<file path="src/rtl/ps2_kbd_pkg.sv">
// Shared constants, frame FSM state type and the set-2 to ASCII lookup.
package ps2_kbd_pkg;

  localparam logic [7:0] SC_BREAK  = 8'hF0;
  localparam logic [7:0] SC_EXT    = 8'hE0;
  localparam logic [7:0] SC_LSHIFT = 8'h12;
  localparam logic [7:0] SC_RSHIFT = 8'h59;

  typedef enum logic [1:0] {StIdle, StData, StParity, StStop} frame_state_e;

  // Letters honour shift; digits, space, enter and backspace ignore it; 0x00 = unmapped.
  function automatic logic [7:0] sc2ascii(input logic [7:0] code, input logic shift);
    logic [7:0] c;
    case (code)
      8'h1C: c = "a";  8'h32: c = "b";  8'h21: c = "c";  8'h23: c = "d";
      8'h24: c = "e";  8'h2B: c = "f";  8'h34: c = "g";  8'h33: c = "h";
      8'h43: c = "i";  8'h3B: c = "j";  8'h42: c = "k";  8'h4B: c = "l";
      8'h3A: c = "m";  8'h31: c = "n";  8'h44: c = "o";  8'h4D: c = "p";
      8'h15: c = "q";  8'h2D: c = "r";  8'h1B: c = "s";  8'h2C: c = "t";
      8'h3C: c = "u";  8'h2A: c = "v";  8'h1D: c = "w";  8'h22: c = "x";
      8'h35: c = "y";  8'h1A: c = "z";
      8'h45: c = "0";  8'h16: c = "1";  8'h1E: c = "2";  8'h26: c = "3";
      8'h25: c = "4";  8'h2E: c = "5";  8'h36: c = "6";  8'h3D: c = "7";
      8'h3E: c = "8";  8'h46: c = "9";
      8'h29: c = 8'h20;
      8'h5A: c = 8'h0D;
      8'h66: c = 8'h08;
      default: c = 8'h00;
    endcase
    if (shift && (c >= "a") && (c <= "z")) c = c - 8'h20;
    return c;
  endfunction

endpackage

</file>
<file path="src/rtl/ps2_kbd_if.sv">
// Pin, register-block and status signals of the PS/2 keyboard controller.
interface ps2_kbd_if #(
  parameter int unsigned FIFO_DEPTH = 4
);
  localparam int unsigned CW = $clog2(FIFO_DEPTH) + 1;

  logic          ps2_clk;
  logic          ps2_data;
  logic          kbdr_full;
  logic [7:0]    ASCII;
  logic          LD_ASCII;
  logic          frame_err;
  logic          fifo_ovf;
  logic [CW-1:0] fifo_count;

  // Controller side.
  modport master (
    input  ps2_clk, ps2_data, kbdr_full,
    output ASCII, LD_ASCII, frame_err, fifo_ovf, fifo_count
  );

  // Connector / register-block side.
  modport slave (
    output ps2_clk, ps2_data, kbdr_full,
    input  ASCII, LD_ASCII, frame_err, fifo_ovf, fifo_count
  );
endinterface

</file>
<file path="src/rtl/ps2_char_fifo.sv">
// Synchronous character FIFO; pointers carry an extra MSB to tell full from empty.
module ps2_char_fifo #(
  parameter int unsigned DEPTH = 4,
  parameter int unsigned WIDTH = 8
) (
  input  logic                     clk,
  input  logic                     reset,
  input  logic                     push,
  input  logic [WIDTH-1:0]         wdata,
  input  logic                     pop,
  output logic [WIDTH-1:0]         rdata,
  output logic                     full,
  output logic                     empty,
  output logic [$clog2(DEPTH):0]   count
);
  localparam int unsigned AW = $clog2(DEPTH);
  localparam logic [AW:0] ONE = {{AW{1'b0}}, 1'b1};

  logic [WIDTH-1:0] mem [DEPTH];
  logic [AW:0]      wr_ptr_q, rd_ptr_q;
  logic             wr_en, rd_en;

  // A push while full is accepted only when a pop frees the head slot in the same cycle.
  assign wr_en = push && (!full || pop);
  assign rd_en = pop && !empty;
  assign empty = (wr_ptr_q == rd_ptr_q);
  assign full  = (wr_ptr_q[AW] != rd_ptr_q[AW]) && (wr_ptr_q[AW-1:0] == rd_ptr_q[AW-1:0]);
  assign count = wr_ptr_q - rd_ptr_q;
  assign rdata = mem[rd_ptr_q[AW-1:0]];

  // Pointer update.
  always_ff @(posedge clk) begin
    if (reset) begin
      wr_ptr_q <= '0;
      rd_ptr_q <= '0;
    end else begin
      if (wr_en) wr_ptr_q <= wr_ptr_q + ONE;
      if (rd_en) rd_ptr_q <= rd_ptr_q + ONE;
    end
  end

  // Storage write.
  always_ff @(posedge clk) begin
    if (wr_en) mem[wr_ptr_q[AW-1:0]] <= wdata;
  end
endmodule

</file>
<file path="src/rtl/ps2_kbd_ctrl.sv">
// PS/2 set-2 receiver: frame FSM, make/break/shift decoder, character FIFO, KBDR load issue.
module ps2_kbd_ctrl
  import ps2_kbd_pkg::*;
#(
  parameter int unsigned FIFO_DEPTH  = 4,
  parameter int unsigned TIMEOUT_CYC = 20000
) (
  input logic       clk,
  input logic       reset,
  ps2_kbd_if.master bus
);
  localparam int unsigned CW = $clog2(FIFO_DEPTH) + 1;
  localparam int unsigned TW = $clog2(TIMEOUT_CYC + 1);
  localparam logic [TW-1:0] TO_LAST = TW'(TIMEOUT_CYC - 1);

  logic clk_s1_q, clk_s2_q, clk_prev_q, dat_s1_q, dat_s2_q, fall;

  // Two-flop synchronizers plus a registered copy of the synced clock for edge detection.
  always_ff @(posedge clk) begin
    if (reset) begin
      clk_s1_q   <= 1'b1;
      clk_s2_q   <= 1'b1;
      clk_prev_q <= 1'b1;
      dat_s1_q   <= 1'b1;
      dat_s2_q   <= 1'b1;
    end else begin
      clk_s1_q   <= bus.ps2_clk;
      clk_s2_q   <= clk_s1_q;
      clk_prev_q <= clk_s2_q;
      dat_s1_q   <= bus.ps2_data;
      dat_s2_q   <= dat_s1_q;
    end
  end

  assign fall = clk_prev_q & ~clk_s2_q;

  frame_state_e  state_q, state_d;
  logic [2:0]    bit_cnt_q, bit_cnt_d;
  logic [7:0]    shreg_q, shreg_d;
  logic          par_err_q, par_err_d;
  logic [TW-1:0] to_cnt_q, to_cnt_d;
  logic          scan_valid_q, scan_valid_d;
  logic          frame_err_q, frame_err_d;

  // Frame FSM state register.
  always_ff @(posedge clk) begin
    if (reset) begin
      state_q      <= StIdle;
      bit_cnt_q    <= '0;
      shreg_q      <= '0;
      par_err_q    <= 1'b0;
      to_cnt_q     <= '0;
      scan_valid_q <= 1'b0;
      frame_err_q  <= 1'b0;
    end else begin
      state_q      <= state_d;
      bit_cnt_q    <= bit_cnt_d;
      shreg_q      <= shreg_d;
      par_err_q    <= par_err_d;
      to_cnt_q     <= to_cnt_d;
      scan_valid_q <= scan_valid_d;
      frame_err_q  <= frame_err_d;
    end
  end

  // Frame FSM next state: start/data/parity/stop sampling and inactivity timeout.
  always_comb begin
    state_d      = state_q;
    bit_cnt_d    = bit_cnt_q;
    shreg_d      = shreg_q;
    par_err_d    = par_err_q;
    scan_valid_d = 1'b0;
    frame_err_d  = 1'b0;
    if (state_q == StIdle || fall) to_cnt_d = '0;
    else                           to_cnt_d = to_cnt_q + TW'(1);

    if (state_q != StIdle && !fall && to_cnt_q == TO_LAST) begin
      state_d     = StIdle;
      frame_err_d = 1'b1;
    end else if (fall) begin
      unique case (state_q)
        StIdle: begin
          if (!dat_s2_q) begin
            state_d   = StData;
            bit_cnt_d = '0;
            par_err_d = 1'b0;
          end else begin
            frame_err_d = 1'b1;
          end
        end
        StData: begin
          shreg_d   = {dat_s2_q, shreg_q[7:1]};
          bit_cnt_d = bit_cnt_q + 3'd1;
          if (bit_cnt_q == 3'd7) state_d = StParity;
        end
        StParity: begin
          // Odd parity: data bits plus parity bit must hold an odd number of ones.
          if ((^shreg_q) == dat_s2_q) par_err_d = 1'b1;
          state_d = StStop;
        end
        StStop: begin
          if (dat_s2_q && !par_err_q) scan_valid_d = 1'b1;
          else                        frame_err_d  = 1'b1;
          state_d = StIdle;
        end
      endcase
    end
  end

  logic       shift_q, shift_d, brk_q, brk_d, ext_q, ext_d;
  logic       push;
  logic [7:0] char_code;

  // Decoder prefix/shift state.
  always_ff @(posedge clk) begin
    if (reset) begin
      shift_q <= 1'b0;
      brk_q   <= 1'b0;
      ext_q   <= 1'b0;
    end else begin
      shift_q <= shift_d;
      brk_q   <= brk_d;
      ext_q   <= ext_d;
    end
  end

  // Decoder: shreg_q still holds the received byte while scan_valid_q is high.
  always_comb begin
    shift_d   = shift_q;
    brk_d     = brk_q;
    ext_d     = ext_q;
    push      = 1'b0;
    char_code = sc2ascii(shreg_q, shift_q);
    if (scan_valid_q) begin
      if (shreg_q == SC_BREAK) begin
        brk_d = 1'b1;
      end else if (shreg_q == SC_EXT) begin
        ext_d = 1'b1;
      end else begin
        brk_d = 1'b0;
        ext_d = 1'b0;
        if ((shreg_q == SC_LSHIFT || shreg_q == SC_RSHIFT) && !ext_q) shift_d = !brk_q;
        else if (!brk_q && !ext_q && char_code != 8'h00)             push    = 1'b1;
      end
    end
  end

  logic          ld, ld_q, full, empty;
  logic [7:0]    head;
  logic [CW-1:0] count;

  ps2_char_fifo #(
    .DEPTH (FIFO_DEPTH),
    .WIDTH (8)
  ) u_fifo (
    .clk   (clk),
    .reset (reset),
    .push  (push),
    .wdata (char_code),
    .pop   (ld),
    .rdata (head),
    .full  (full),
    .empty (empty),
    .count (count)
  );

  // The load-gap flop keeps LD_ASCII off for a cycle so kbdr_full can catch up.
  assign ld = !empty && !bus.kbdr_full && !ld_q;

  // Remember last cycle's load strobe.
  always_ff @(posedge clk) begin
    if (reset) ld_q <= 1'b0;
    else       ld_q <= ld;
  end

  assign bus.LD_ASCII   = ld;
  assign bus.ASCII      = ld ? head : 8'h00;
  assign bus.frame_err  = frame_err_q;
  assign bus.fifo_ovf   = push && full && !ld;
  assign bus.fifo_count = count;
endmodule
</file>
<file path="src/flat_wrapper.sv">
// flat-port wrapper written by rule: the top's interface ports become plain ports
module ps2_kbd_ctrl_flat import ps2_kbd_pkg::*;
#(
  parameter int unsigned FIFO_DEPTH  = 4,
  parameter int unsigned TIMEOUT_CYC = 20000
)
  (clk, reset, bus_ps2_clk, bus_ps2_data, bus_kbdr_full, bus_ASCII, bus_LD_ASCII, bus_frame_err, bus_fifo_ovf, bus_fifo_count);
  ps2_kbd_if #(.FIFO_DEPTH(FIFO_DEPTH)) bus_i ();
  input logic clk;
  input logic reset;
  input wire logic [$bits(bus_i.ps2_clk)-1:0] bus_ps2_clk;
  input wire logic [$bits(bus_i.ps2_data)-1:0] bus_ps2_data;
  input wire logic [$bits(bus_i.kbdr_full)-1:0] bus_kbdr_full;
  output wire logic [$bits(bus_i.ASCII)-1:0] bus_ASCII;
  output wire logic [$bits(bus_i.LD_ASCII)-1:0] bus_LD_ASCII;
  output wire logic [$bits(bus_i.frame_err)-1:0] bus_frame_err;
  output wire logic [$bits(bus_i.fifo_ovf)-1:0] bus_fifo_ovf;
  output wire logic [$bits(bus_i.fifo_count)-1:0] bus_fifo_count;
  assign bus_i.ps2_clk = bus_ps2_clk;
  assign bus_i.ps2_data = bus_ps2_data;
  assign bus_i.kbdr_full = bus_kbdr_full;
  assign bus_ASCII = bus_i.ASCII;
  assign bus_LD_ASCII = bus_i.LD_ASCII;
  assign bus_frame_err = bus_i.frame_err;
  assign bus_fifo_ovf = bus_i.fifo_ovf;
  assign bus_fifo_count = bus_i.fifo_count;
  ps2_kbd_ctrl #(.FIFO_DEPTH(FIFO_DEPTH), .TIMEOUT_CYC(TIMEOUT_CYC)) u_core (.clk(clk), .reset(reset), .bus(bus_i));
endmodule
</file>
<file path="config.mk">
export PLATFORM = sky130hd
export DESIGN_NAME = ps2_kbd_ctrl_flat
export DESIGN_NICKNAME = d
export VERILOG_FILES = /design/src/rtl/ps2_kbd_pkg.sv /design/src/rtl/ps2_kbd_if.sv /design/src/rtl/ps2_char_fifo.sv /design/src/rtl/ps2_kbd_ctrl.sv /design/src/flat_wrapper.sv
export SDC_FILE = /design/constraint.sdc
export NUM_CORES = 1
export LEC_CHECK = 0
export CORE_ASPECT_RATIO = 1.5
export CORE_UTILIZATION = 50
export CTS_BUF_LIST = sky130_fd_sc_hd__clkbuf_4
export CTS_CLUSTER_DIAMETER = 100
export CTS_CLUSTER_SIZE = 28
export DETAILED_ROUTE_END_ITERATION = 6
export PLACE_DENSITY = 0.68
export SLEW_MARGIN = 20
export SYNTH_ARGS = -nofsm -noshare
export SYNTH_HDL_FRONTEND = slang
export SYNTH_SLANG_ARGS = --single-unit
</file>
<file path="constraint.sdc">
create_clock -name clk -period 6.85 [get_ports clk]
set_input_delay 2.055 -clock clk [delete_from_list [all_inputs] [get_ports clk]]
set_output_delay 2.055 -clock clk [all_outputs]
set_load 0.02 [all_outputs]
</file>
==> results.txt, run 1 <==
status -> finished clean
DRC violations left -> 0
critical path arrival -> 3.81 ns
Setup TNS -> 0 ns
die area -> 10100 um^2
PortBufs -> 18
vias in the first global route -> 3570
largest net degree at the start of global routing -> 24
Setup Buffers After CTS -> 0
slowest stage cell on the critical path -> clkdlybuf4s50_1
cts-stage hold buffer count -> 0
Core ar. -> 9310 um^2
clock sinks -> 87
die width -> 82.3 um
fin. max-slew vios -> 0
slew margin rel. -> 29.0%
antenna viol nets, final -> 0
worst min path class -> register to register
Worst setup EP type -> output pin
clk slew on worst S/H paths -> 0.12 ns
total wire length -> 10200 um
Post-synth EDFFs -> 32
max cap viols -> 0
Die H -> 122 um
setup violators final -> 0
YS warnings -> 0
Place WS -> 0.965 ns
1st-iter DRT viols -> 188
Final WS setup -> 0.984 ns
H-tree levels -> 3
first-pass GRT wire length -> 16600 um
synth-to-layout area growth -> 7.38%
Syn Inst Count -> 490
Leakage -> 1.89 nW
Critical Path Fanout Max -> 12
Fmax -> 0.170 GHz
period utilization -> 85.6%
RSZ-0062 raised after global routing -> no
HPWL reported at the end of detailed placement -> 7570 um
total track usage -> 22.0%
routed vias/inst -> 5.98
syn nets -> 530
I/O pin count -> 19
worst-margin pin slew -> 1.06 ns
post-CTS sizing -> 0
Starting Density -> 51.9%
Yosys reg bits -> 87
initial antenna violation count -> 0
CTS Root Cell -> clkbuf_4
minimum clock period -> 5.87 ns
CP Cell Sequence -> clkdlybuf4s50_1 -> a311o_1 -> inv_1 -> clkdlybuf4s50_1
via count -> 3669
grt ovf -> 0
mux contribution to synthesized area -> 5.67%
Most used DFF post-synth -> dfxtp_1
ys async rst share -> 0%
# nets final -> 537
wire length per cell -> 16.6 um
Ant. Diodes -> 0
Worst R2R Setup Slack -> 3.13 ns
critical path's largest stage delay -> 0.63 ns
CP required -> 4.80 ns
Cell Area, Synth -> 4830 um^2
CTS tree -> yes
Compound-Gate Fraction of Synth Area -> 14.5%
Core Rows -> 43
power per cell area -> 160 nW/um^2
critical path's most frequent cell -> clkdlybuf4s50_1
Clock Path Buffers -> 2
peak supply drop -> 0.122 mV
CP Launch Type -> input port
syn_area_per_cell -> 9.87 um^2
total CTS buffers -> 9
Simple-Gate Fraction of Synth Area -> 19.4%
Synth Area in XOR/XNOR -> 3.80%
layout cells sized above 1 -> 8.37%
Synth Area in Adders -> 9.21%
Setup CP Type -> input port to output pin
sequential area share after synthesis -> 42.7%
Final Hold Viols -> 0
post-synth cell types -> 69
largest family of logic cells by synthesized area -> simple AND/OR/NAND/NOR gates
Placer Congestion -> 0.992
clock skew -> 0.0148 ns
First-pass DRT Iterations -> 5
Clk Latency, worst-skew pair -> 0.43 ns
==> worst max-delay path, delay by kind of cell <==
| family | cells | cell delay [ns] |
|---|---|---|
| buf+inv | 3 | 1.24 |
| compound gates | 1 | 0.52 |
==> worst paths after layout <==
| kind | start | endpoint | cells after the start |
|---|---|---|---|
| min reg2reg | u_core.dat_s1_q | u_core.dat_s2_q | 1 |
| min | u_core.dat_s1_q | u_core.dat_s2_q | 1 |
| max reg2reg | u_core.state_q[1] | register | 10 |
| max | bus_kbdr_full | bus_LD_ASCII | 4 |
==> where the power goes <==
group          total, mW  switching, mW  internal (mW)  leakage (nW)
combinational     0.0146        0.00799        0.00664          1.04
clock              0.280          0.163          0.117        0.0719
sequential         0.535        0.00155          0.533         0.788
total              0.829          0.173          0.657          1.89
==> cells in the mapped netlist (9+ instances only) <==
cell / count / area [um^2]
dfxtp_1: 55 / 1100
o21ai_0: 14 / 70.1
edfxtp_1: 32 / 961
nand2_1: 32 / 120
ha_1: 34 / 425
nand3_1: 14 / 70.1
nor2_1: 39 / 146
xnor2_1: 13 / 114
nor3_1: 16 / 80.1
clkbuf_1: 13 / 48.8
and2_1: 9 / 56.3
inv_1: 31 / 116
a21oi_1: 28 / 140
nor2b_1: 15 / 93.8
==> cells in the final DEF, fill, tap and decap left out, types with 3 or more instances in the layout <==
cell / netlist / final
nand4_1: 8 / 8
nand3_1: 14 / 14
a32oi_1: 5 / 5
xor2_1: 8 / 8
nand2b_1: 5 / 5
and4b_1: 3 / 3
inv_1: 31 / 31
o2111ai_1: 3 / 3
ha_1: 34 / 34
or3_1: 8 / 8
nand2_1: 32 / 32
clkbuf_4: 0 / 11
dfxtp_1: 55 / 55
nor3_1: 16 / 16
mux2i_1: 6 / 6
o21ai_0: 14 / 14
nor2_1: 39 / 39
or2_2: 7 / 7
clkdlybuf4s50_1: 0 / 18
o211ai_1: 4 / 4
a21oi_1: 28 / 28
a21o_1: 4 / 4
mux4_2: 8 / 8
nor4_1: 4 / 4
o31ai_1: 4 / 4
clkinv_1: 1 / 3
a211oi_1: 6 / 6
a22oi_1: 3 / 3
edfxtp_1: 32 / 32
o22ai_1: 4 / 4
or4_1: 3 / 3
nor2b_1: 15 / 15
and2_1: 9 / 9
a22o_1: 3 / 3
xnor2_1: 13 / 13
==> layout make-up <==
cell class,count,area (um^2)
clock buffer,11,82.6
multi-input combinational,347,2540
inverter,33,126
sequential,87,2060
timing repair buffer,19,188
fill,859,4120
clock inverter,5,50.0
tap,112,140
==> stage by stage <==
stage	hold slack [ns]	area, um^2	power [mW]	instances	utilization [%]
final	0.411	5190	0.829	614	55.8
after global routing	0.445	5190	0.864	614	55.8
after CTS	0.420	5190	0.841	614	55.8
after detailed placement	0.395	5060	0.561	598	54.3
after global placement	0.393	5060	0.561	598	54.3
after floorplan	0.389	4830	0.555	490	-
==> kinds of logic after synthesis <==
group                      Yosys count
AOI/OAI and AO/OA                   99
and+or+nand+nor                    176
muxes                               16
buffers and inverters               56
adders and majority gates           35
DFF                                 87
xor gates and xnor gates            21
==> layer usage <==
metal	part of all wire, %	vias to the layer above	GRT usage [%]
li1	-	1791	-
met1	38	1733	22.7
met2	54	115	40.4
met3	4.0	30	3.79
met4	3.7	0	12.4
met5	0	-	0
No activity file was read; power rests on OpenSTA's default activity.
==> run 2: changes to the inputs <==
--- a/config.mk
+++ b/config.mk
@@ -5,13 +5,15 @@
 export SDC_FILE = /design/constraint.sdc
 export NUM_CORES = 1
 export LEC_CHECK = 0
+export CELL_PAD_IN_SITES_DETAIL_PLACEMENT = 0
+export CELL_PAD_IN_SITES_GLOBAL_PLACEMENT = 1
 export CORE_ASPECT_RATIO = 1.5
 export CORE_UTILIZATION = 50
 export CTS_BUF_LIST = sky130_fd_sc_hd__clkbuf_4
 export CTS_CLUSTER_DIAMETER = 100
 export CTS_CLUSTER_SIZE = 28
 export DETAILED_ROUTE_END_ITERATION = 6
-export PLACE_DENSITY = 0.68
+export PLACE_DENSITY = 0.82
 export SLEW_MARGIN = 20
 export SYNTH_ARGS = -nofsm -noshare
 export SYNTH_HDL_FRONTEND = slang
==> results.txt, run 2 (same netlist as run 1, synthesis figures left out) <==
status -> finished clean (unchanged)
Cell Area, Placed -> 5060 um^2 (unchanged)
most frequent cells in the layout -> dfxtp_1, nor2_1, ha_1 (unchanged)
die width -> 82.3 um (unchanged)
Core Rows -> 43 (unchanged)
grt ovf -> 0 (unchanged)
slowest stage cell on the critical path -> clkdlybuf4s50_1 (unchanged)
Clk Latency, worst-skew pair -> 0.42 ns (was 0.43 ns)
total track usage -> 22.6% (was 22.0%)
CTS tree -> yes (unchanged)
# nets final -> 537 (unchanged)
Cell Count Post-Placement -> 598 (unchanged)
Fmax -> 0.172 GHz (was 0.170 GHz)
Reg area -> 2060 um^2 (unchanged)
cell area after layout -> 5170 um^2 (was 5190 um^2)
Leakage -> 1.89 nW (about the same)
slew margin rel. -> 27.2% (was 29.0%)
# fillers -> 865 (was 859)
clock sinks -> 87 (unchanged)
peak supply drop -> 0.0845 mV (was 0.122 mV)
max cap viols -> 0 (unchanged)
antenna viol nets, final -> 0 (unchanged)
post-CTS sizing -> 0 (unchanged)
Core ar. -> 9310 um^2 (unchanged)
clk slew on worst S/H paths -> 0.12 ns (about the same)
Starting Density -> 51.9% (unchanged)
initial antenna violation count -> 1 (was 0)
Place WS -> 1.00 ns (was 0.965 ns)
clock skew -> 0.00965 ns (was 0.0148 ns)
first-pass GRT wire length -> 17200 um (was 16600 um)
First-pass DRT Iterations -> 5 (unchanged)
Final Hold Viols -> 0 (unchanged)
critical path's largest stage delay -> 0.61 ns (was 0.63 ns)
CP Cell Sequence -> clkdlybuf4s50_1 -> a311o_1 -> nor2b_1 -> clkdlybuf4s50_1 (was clkdlybuf4s50_1 -> a311o_1 -> inv_1 -> clkdlybuf4s50_1)
Placer Congestion -> 1.03 (was 0.992)
fin cells -> 615 (was 614)
wire length per cell -> 17.1 um (was 16.6 um)
Die H -> 122 um (unchanged)
Critical Path Fanout Max -> 12 (unchanged)
PortBufs -> 18 (unchanged)
synth-to-layout area growth -> 7.01% (was 7.38%)
Worst setup EP type -> output pin (unchanged)
Setup CP Type -> input port to output pin (unchanged)
period utilization -> 85.0% (was 85.6%)
CP Launch Type -> input port (unchanged)
Top Layer Used -> met4 (unchanged)
fin. max-slew vios -> 0 (unchanged)
Layout Utilization -> 55.6% (was 55.8%)
Setup Buffers After CTS -> 0 (unchanged)
Setup TNS -> 0 ns (unchanged)
critical path arrival -> 3.77 ns (was 3.81 ns)
most common cell after layout, fill and taps aside -> dfxtp_1 (unchanged)
I/O pin count -> 19 (unchanged)
WL met3 -> 397 um (was 410 um)
1st-iter DRT viols -> 201 (was 188)
total CTS buffers -> 9 (unchanged)
H-tree levels -> 3 (unchanged)
cts-stage hold buffer count -> 0 (unchanged)
Multi-input gate area -> 2540 um^2 (unchanged)
power per cell area -> 153 nW/um^2 (was 160 nW/um^2)
die area -> 10100 um^2 (unchanged)
CP required -> 4.80 ns (about the same)
total power -> 0.792 mW (was 0.829 mW)
routed vias/inst -> 5.96 (was 5.98)
setup violators final -> 0 (unchanged)
critical path's most frequent cell -> clkdlybuf4s50_1 (unchanged)
CTS Root Cell -> clkbuf_4 (unchanged)
via count -> 3668 (was 3669)
worst-margin pin slew -> 1.09 ns (was 1.06 ns)
Clock Path Buffers -> 2 (unchanged)
Min Hold Slack -> 0.425 ns (was 0.411 ns)
worst min path class -> register to register (unchanged)
Final WS setup -> 1.03 ns (was 0.984 ns)
minimum clock period -> 5.82 ns (was 5.87 ns)
layout cells sized above 1 -> 8.57% (was 8.37%)
largest net degree at the start of global routing -> 25 (was 24)
DRC violations left -> 0 (unchanged)
RSZ-0062 raised after global routing -> no (unchanged)
M1 wire length -> 4080 um (was 3900 um)
total wire length -> 10500 um (was 10200 um)
met2 WL post-DR -> 5640 um (was 5480 um)
HPWL reported at the end of detailed placement -> 7920 um (was 7570 um)
vias in the first global route -> 3580 (was 3570)
-- run 2: worst max-delay path: cells and delay by family --
family	cells	cell delay, ns
compound gates	1	0.51
buf+inv	2	1.04
simple gates	1	0.17
-- run 2: final timing paths --
path / to / slack, ns / from / cells after the start
hold reg to reg: u_core.clk_s2_q / 0.43 / u_core.clk_s1_q / 1
setup / recovery: bus_ASCII[3] / 1.03 / bus_kbdr_full / 4
setup reg to reg: register / 3.14 / u_core.state_q[1] / 10
hold / removal: u_core.clk_s2_q / 0.43 / u_core.clk_s1_q / 1
-- run 2: metal layers --
layer,vias to the layer above,track usage [%]
met1,1740,24.9
met5,-,0
met4,0,12.0
li1,1792,-
met2,106,39.8
met3,30,4.61
-- run 2: final cells by class --
class / instances / area share, %
clock buffer: 12 / 1.74
timing repair buffer: 19 / 3.63
inverter: 33 / 2.44
multi-input combinational: 347 / 49.1
sequential: 87 / 39.9
tap: 112 / 2.71
antenna: 1 / 0.0484
clock inverter: 4 / 0.435
-- run 2: where the power goes --
group / leakage, nW / switching [mW] / internal (mW) / total [mW]
clock: 0.0649 / 0.158 / 0.0852 / 0.243
combinational: 1.04 / 0.00823 / 0.00665 / 0.0149
sequential: 0.788 / 0.00155 / 0.533 / 0.535
total: 1.89 / 0.167 / 0.625 / 0.792
==> variant 1 (flow settings as in run 2) <==
Re-encode `frame_state_e` (4 states) as one-hot, 4 bits wide.
--- a/src/rtl/ps2_kbd_pkg.sv
+++ b/src/rtl/ps2_kbd_pkg.sv
@@ -6,7 +6,7 @@
   localparam logic [7:0] SC_LSHIFT = 8'h12;
   localparam logic [7:0] SC_RSHIFT = 8'h59;
 
-  typedef enum logic [1:0] {StIdle, StData, StParity, StStop} frame_state_e;
+  typedef enum logic [3:0] {StIdle = 4'b0001, StData = 4'b0010, StParity = 4'b0100, StStop = 4'b1000} frame_state_e;
 
   // Letters honour shift; digits, space, enter and backspace ignore it; 0x00 = unmapped.
   function automatic logic [7:0] sc2ascii(input logic [7:0] code, input logic shift);
Behaviour: no difference found for any inputs over 10 cycles, from zero or initial values and one cycle with reset high; not proved beyond that.
==> variant 1 against run 2 <==
Sequential cell count is 2 higher; setup slack gained 23 ps; total power rose by 8.3%; global-route usage up 2.3 points; synthesized area is 7.8% higher; synthesized cell count is 13% higher; final area up 7.1%; wire length is 22% higher; clock skew up 12 ps.
==> variant 1: results (changes against run 2) <==
Route
  – Wirelength, routed: 12.8 mm (was 10.5 mm)
  – Iteration-0 DRC Markers: 289 (was 201)
  – Vias/cell: 6.34 (was 5.96)
  – First-pass DRT Iterations: 5 (unchanged)

STA
  – Skew final: 21.5 ps (was 9.65 ps)
  – Max-Slew Margin vs Limit: 36.1% (was 27.2%)

Clock tree
  – Clock-pin slew on the worst setup and hold paths: between 100 and 150 ps
  – Post_cts resized: 0 (unchanged)
  – Post-CTS Setup Inserts: 0 (unchanged)
  – Total CTS buffers: 9 (unchanged)
  – Clock Latency Late Sink: 450 ps (was 420 ps)
  – # H-tree levels: 3 (unchanged)
  – Clock root buffer master: clkbuf_4 (unchanged)
  – CTS max path bufs: 2 (unchanged)

Pwr
  – P_leak: 1.92 nW (was 1.89 nW)
  – Int Pwr: 0.000670 W (was 0.000625 W)
  – Worst VDD drop: 0.107 mV (was 0.0845 mV)

Critical path
  – Crit path DAT: 3750 ps (was 3770 ps)
  – Crit-path max FO: 12 (unchanged)

Place
  – Post-DP HPWL: 9.42 mm (was 7.92 mm)
  – Post-DP Area: 0.00540 mm^2 (was 0.00506 mm^2)
  – Port buffer count: 18 (unchanged)
  – RePlAce Congestion: 0.926 (was 1.03)

GRT
  – First-pass GRT wire length: 20.8 mm (was 17.2 mm)
  – Largest net degree at the start of global routing: 57 (was 25)
  – GRT Overall Usage: 24.9% (was 22.6%)
  – Vias in the first global route: 4198 (was 3580)
  – Antenna violations before repair: 1 (unchanged)

Cells and area
  – Fillcell total: 952 (was 865)
  – Layout cells sized above 1: 8.78% (was 8.57%)
  – Area of the multi-input gates: 0.00283 mm^2 (was 0.00254 mm^2)

Synthesis
  – Top FF cell, synth: dfxtp_1 (unchanged)
  – FFs w/ async S/R, synth: 0% (unchanged)
  – Top area cells in the synthesized netlist: dfxtp_1, edfxtp_1, ha_1 (unchanged)
  – Post-synth EDFFs: 32 (unchanged)
  – Unique masters post-synth: 82 (was 69)
  – Syn Nets: 588 (was 530)
  – Top cells by count, synth: dfxtp_1, nor2_1, a21oi_1 (was dfxtp_1, nor2_1, ha_1)
  – Seq/Total Area, Yosys: 40.3% (was 42.7%)
  – Yosys warns: 0 (unchanged)

Run status
  – Status: finished, final reports clean (unchanged)

Min path
  – Hold crit path type: reg2reg (unchanged)
## variant 1: cell types whose count changed after synthesis, sizes merged, moves of 4 or more
cell,run 2,this run
a31oi,2,7
nor2,39,47
o21ai,14,22
nor2b,15,21
o211ai,4,9
nand2,33,37
ha,34,30
or3,8,3
a211o,1,6
nor3,16,12
a21oi,28,41
mux2i,7,2
clkbuf,13,18
## variant 1: worst paths after layout
kind,slack [ps],cells after the start,startpoint,to
max reg2reg,2800,11,u_core.state_q[3],flop
min reg2reg,430,1,u_core.clk_s1_q,u_core.clk_s2_q
min,430,1,u_core.clk_s1_q,u_core.clk_s2_q
max,1050,4,bus_kbdr_full,bus_ASCII[5]
## variant 1: logic make-up after synthesis
group / after synthesis / synth area share, %
DFF: 89 / 40.3
AOI/OAI and AO/OA: 144 / 19.4
and+or+nand+nor: 192 / 19.5
adders and majority gates: 31 / 7.59
muxes: 11 / 4.06
xor gates and xnor gates: 22 / 3.70
buffers and inverters: 63 / 5.42
## variant 1: metal layers
layer | wire length, um | part of all wire [%] | track usage [%] | vias up
met5 | 0 | 0 | 0 | -
met4 | 788 | 6.1 | 17.0 | 0
met3 | 663 | 5.2 | 4.07 | 51
met2 | 6520 | 51 | 44.3 | 155
met1 | 4870 | 38 | 26.9 | 2047
li1 | - | - | - | 2030
## variant 1: worst max-delay path, stage by stage
cell	delay [ps]
clkdlybuf4s50_1	410
a311o_1	490
nor2b_1	170
clkdlybuf4s50_1	610
## variant 1: power groups by stage
stage | Sequential (W) | Clock (W) | Combinational, W
after CTS | 0.000546 | 0.000301 | 0.0000189
final | 0.000546 | 0.000293 | 0.0000190
after floorplan | 0.000558 | 0 | 0.0000137
after global placement | 0.000558 | 0 | 0.0000186
after detailed placement | 0.000558 | 0 | 0.0000188
after global routing | 0.000547 | 0.000318 | 0.0000208
## variant 1: area by class of cell
class / instances / area share [%]
Timing Repair Buffer: 21 / 3.57
Clock buffer: 11 / 1.49
Inverter: 32 / 2.30
Antenna cell: 1 / 0.0451
Tap cell: 117 / 2.64
Clock inverter: 5 / 1.02
Multi-Input combinational cell: 400 / 51.0
Sequential cell: 89 / 37.9
## variant 1: metrics by stage
stage	setup WS, ps	instances
CTS	1020	675
global placement	1040	659
detailed placement	1020	659
global route	967	676
finish	1050	676
floorplan	1820	552
==> variant 2 (settings of run 2) <==
Without the edit above. `TIMEOUT_CYC` is set to 20000 in 2 places; all go to 40000.
--- a/src/rtl/ps2_kbd_ctrl.sv
+++ b/src/rtl/ps2_kbd_ctrl.sv
@@ -3,7 +3,7 @@
   import ps2_kbd_pkg::*;
 #(
   parameter int unsigned FIFO_DEPTH  = 4,
-  parameter int unsigned TIMEOUT_CYC = 20000
+  parameter int unsigned TIMEOUT_CYC = 40000
 ) (
   input logic       clk,
   input logic       reset,
--- a/src/flat_wrapper.sv
+++ b/src/flat_wrapper.sv
@@ -2,7 +2,7 @@
 module ps2_kbd_ctrl_flat import ps2_kbd_pkg::*;
 #(
   parameter int unsigned FIFO_DEPTH  = 4,
-  parameter int unsigned TIMEOUT_CYC = 20000
+  parameter int unsigned TIMEOUT_CYC = 40000
 )
   (clk, reset, bus_ps2_clk, bus_ps2_data, bus_kbdr_full, bus_ASCII, bus_LD_ASCII, bus_frame_err, bus_fifo_ovf, bus_fifo_count);
   ps2_kbd_if #(.FIFO_DEPTH(FIFO_DEPTH)) bus_i ();
Function: same outputs for any inputs over 10 cycles, from zero or initial values and one cycle with reset high; that may be too few to reach the edited logic, so the function may still have changed.
==> variant 2 against run 2 <==
Sequential cell count grew 1; wire length grew 1.0%; critical endpoint is now bus_ASCII[2]; total power grew 10%; die area grew 1.6%; synthesized area grew 1.6%; setup slack gained 13 ps; final area grew 2.1%; critical path type unchanged; worst hold slack gained 10 ps.
==> variant 2: results (changes against run 2) <==
Min path
  – Hold Crit Start: u_core.dat_s1_q (was u_core.clk_s1_q)
  – Hold path endpoint: u_core.dat_s2_q (was u_core.clk_s2_q)

GRT
  – GRT Overall Usage: 21.6% (was 22.6%)
  – Vias in the first global route: 3618 (was 3580)
  – Largest net degree at the start of global routing: 25 (unchanged)
  – Antenna violations before repair: 0 (was 1)
  – First-pass GRT wire length: 17.4 mm (was 17.2 mm)

Cells and area
  – Layout cells sized above 1: 9.21% (was 8.57%)
  – Ant diodes: 0 (was 1)
  – Fillcell total: 866 (was 865)
  – Utilization after layout: 54.8% (was 55.6%)
  – Layout net count: 556 (was 537)

Synthesis
  – Syn Nets: 548 (was 530)
  – Seq/Total Area, Yosys: 42.4% (was 42.7%)
  – Post-synthesis instance total: 508 (was 490)
  – Top FF cell, synth: dfxtp_1 (unchanged)
  – Top area cells in the synthesized netlist: dfxtp_1, edfxtp_1, ha_1 (unchanged)
  – Unique masters post-synth: 71 (was 69)
  – Top cells by count, synth: dfxtp_1, nor2_1, nand2_1 (was dfxtp_1, nor2_1, ha_1)
  – Yosys warns: 0 (unchanged)
  – Post-synth EDFFs: 32 (unchanged)
  – FFs w/ async S/R, synth: 0% (unchanged)

Pwr
  – P_leak: 1.87 nW (was 1.89 nW)
  – Sw Pwr: 0.000207 W (was 0.000167 W)
  – Worst VDD drop: 0.122 mV (was 0.0845 mV)

STA
  – Max-Slew Margin vs Limit: 39.3% (was 27.2%)
  – Skew final: 18.8 ps (was 9.65 ps)

Clock tree
  – Clock Latency Late Sink: 460 ps (was 420 ps)
  – Clock-pin slew on the worst setup and hold paths: 150 ps (was 120 ps)
  – Total CTS buffers: 9 (unchanged)

Critical path
  – Reg2Reg Depth: 12 (was 10)
  – Crit path DAT: 3760 ps (was 3770 ps)
  – Crit-path max FO: 12 (unchanged)
  – Flop2flop setup slack: 3130 ps (was 3140 ps)

Place
  – Post-DP HPWL: 7.91 mm (was 7.92 mm)
  – Port buffer count: 18 (unchanged)
  – Placed cells: 620 (was 598)
  – RePlAce Congestion: 0.883 (was 1.03)
  – Post-DP Area: 0.00513 mm^2 (was 0.00506 mm^2)

Route
  – First-pass DRT Iterations: 5 (unchanged)
  – WL/cell: 16.7 um (was 17.1 um)
  – Via count: 3729 (was 3668)
  – Wirelength, routed: 10.6 mm (was 10.5 mm)
  – Iteration-0 DRC Markers: 199 (was 201)

Run status
  – Status: finished, final reports clean (unchanged)
==> variant 2: final cells by class <==
class                           instances  area share, %
Clock buffer                            9           1.28
Sequential cell                        88           39.4
Inverter                               29           2.08
Multi-Input combinational cell        367           49.1
Tap cell                              115           2.72
Clock inverter                          7           1.59
Timing Repair Buffer                   21           3.84
==> variant 2: through the flow <==
| stage | power (W) | hold slack (ps) | setup slack [ps] |
|---|---|---|---|
| 6_report | 0.000872 | 435 | 1040 |
| 3_3_place_gp | 0.000568 | 398 | 1060 |
| 5_1_grt | 0.000899 | 452 | 926 |
| 4_1_cts | 0.000880 | 438 | 1020 |
| 2_1_floorplan | 0.000563 | 389 | 1900 |
| 3_5_place_dp | 0.000568 | 404 | 1020 |
==> variant 2: how the worst max path moves through the flow <==
stage | start | to | slack (ps) | cells after the start
floorplan | bus_kbdr_full | bus_ASCII[0] | 1900 | 3
global placement | bus_kbdr_full | bus_LD_ASCII | 1060 | 4
detailed placement | bus_kbdr_full | bus_ASCII[2] | 1020 | 4
CTS | bus_kbdr_full | bus_ASCII[2] | 1020 | 4
global route | bus_kbdr_full | bus_ASCII[3] | 930 | 4
finish | bus_kbdr_full | bus_ASCII[2] | 1040 | 4
==> variant 2: worst max-delay path, stage by stage <==
cell	delay, ps
clkdlybuf4s50_1	420
a311o_1	480
nor2b_1	180
clkdlybuf4s50_1	610
==> variant 2: kinds of logic after synthesis <==
logic type               count (synthesis)  synth area share, %
AND/OR/NAND/NOR                        196                 20.8
multiplexers                            15                 5.25
flip-flops                              88                 42.4
XOR/XNOR                                23                 4.10
buffers and inverters                   53                 4.86
adder cells (fa/ha/maj)                 35                 9.07
AO/OA/AOI/OAI                           98                 13.6
==> variant 2: power by group through the flow <==
stage / clock network [W] / logic [W] / registers, W
floorplan: 0 / 0.0000110 / 0.000552
global placement: 0 / 0.0000159 / 0.000552
detailed placement: 0 / 0.0000160 / 0.000552
CTS: 0.000323 / 0.0000160 / 0.000541
global route: 0.000341 / 0.0000175 / 0.000541
finish: 0.000316 / 0.0000160 / 0.000541
==> variant 2: metal layers <==
layer / track usage (%) / share of wire, % / up-vias
li1: - / - / 1839
met1: 24.8 / 40 / 1744
met4: 12.5 / 4.5 / 0
met5: 0 / 0 / -
met3: 3.60 / 3.6 / 37
met2: 38.0 / 51 / 109
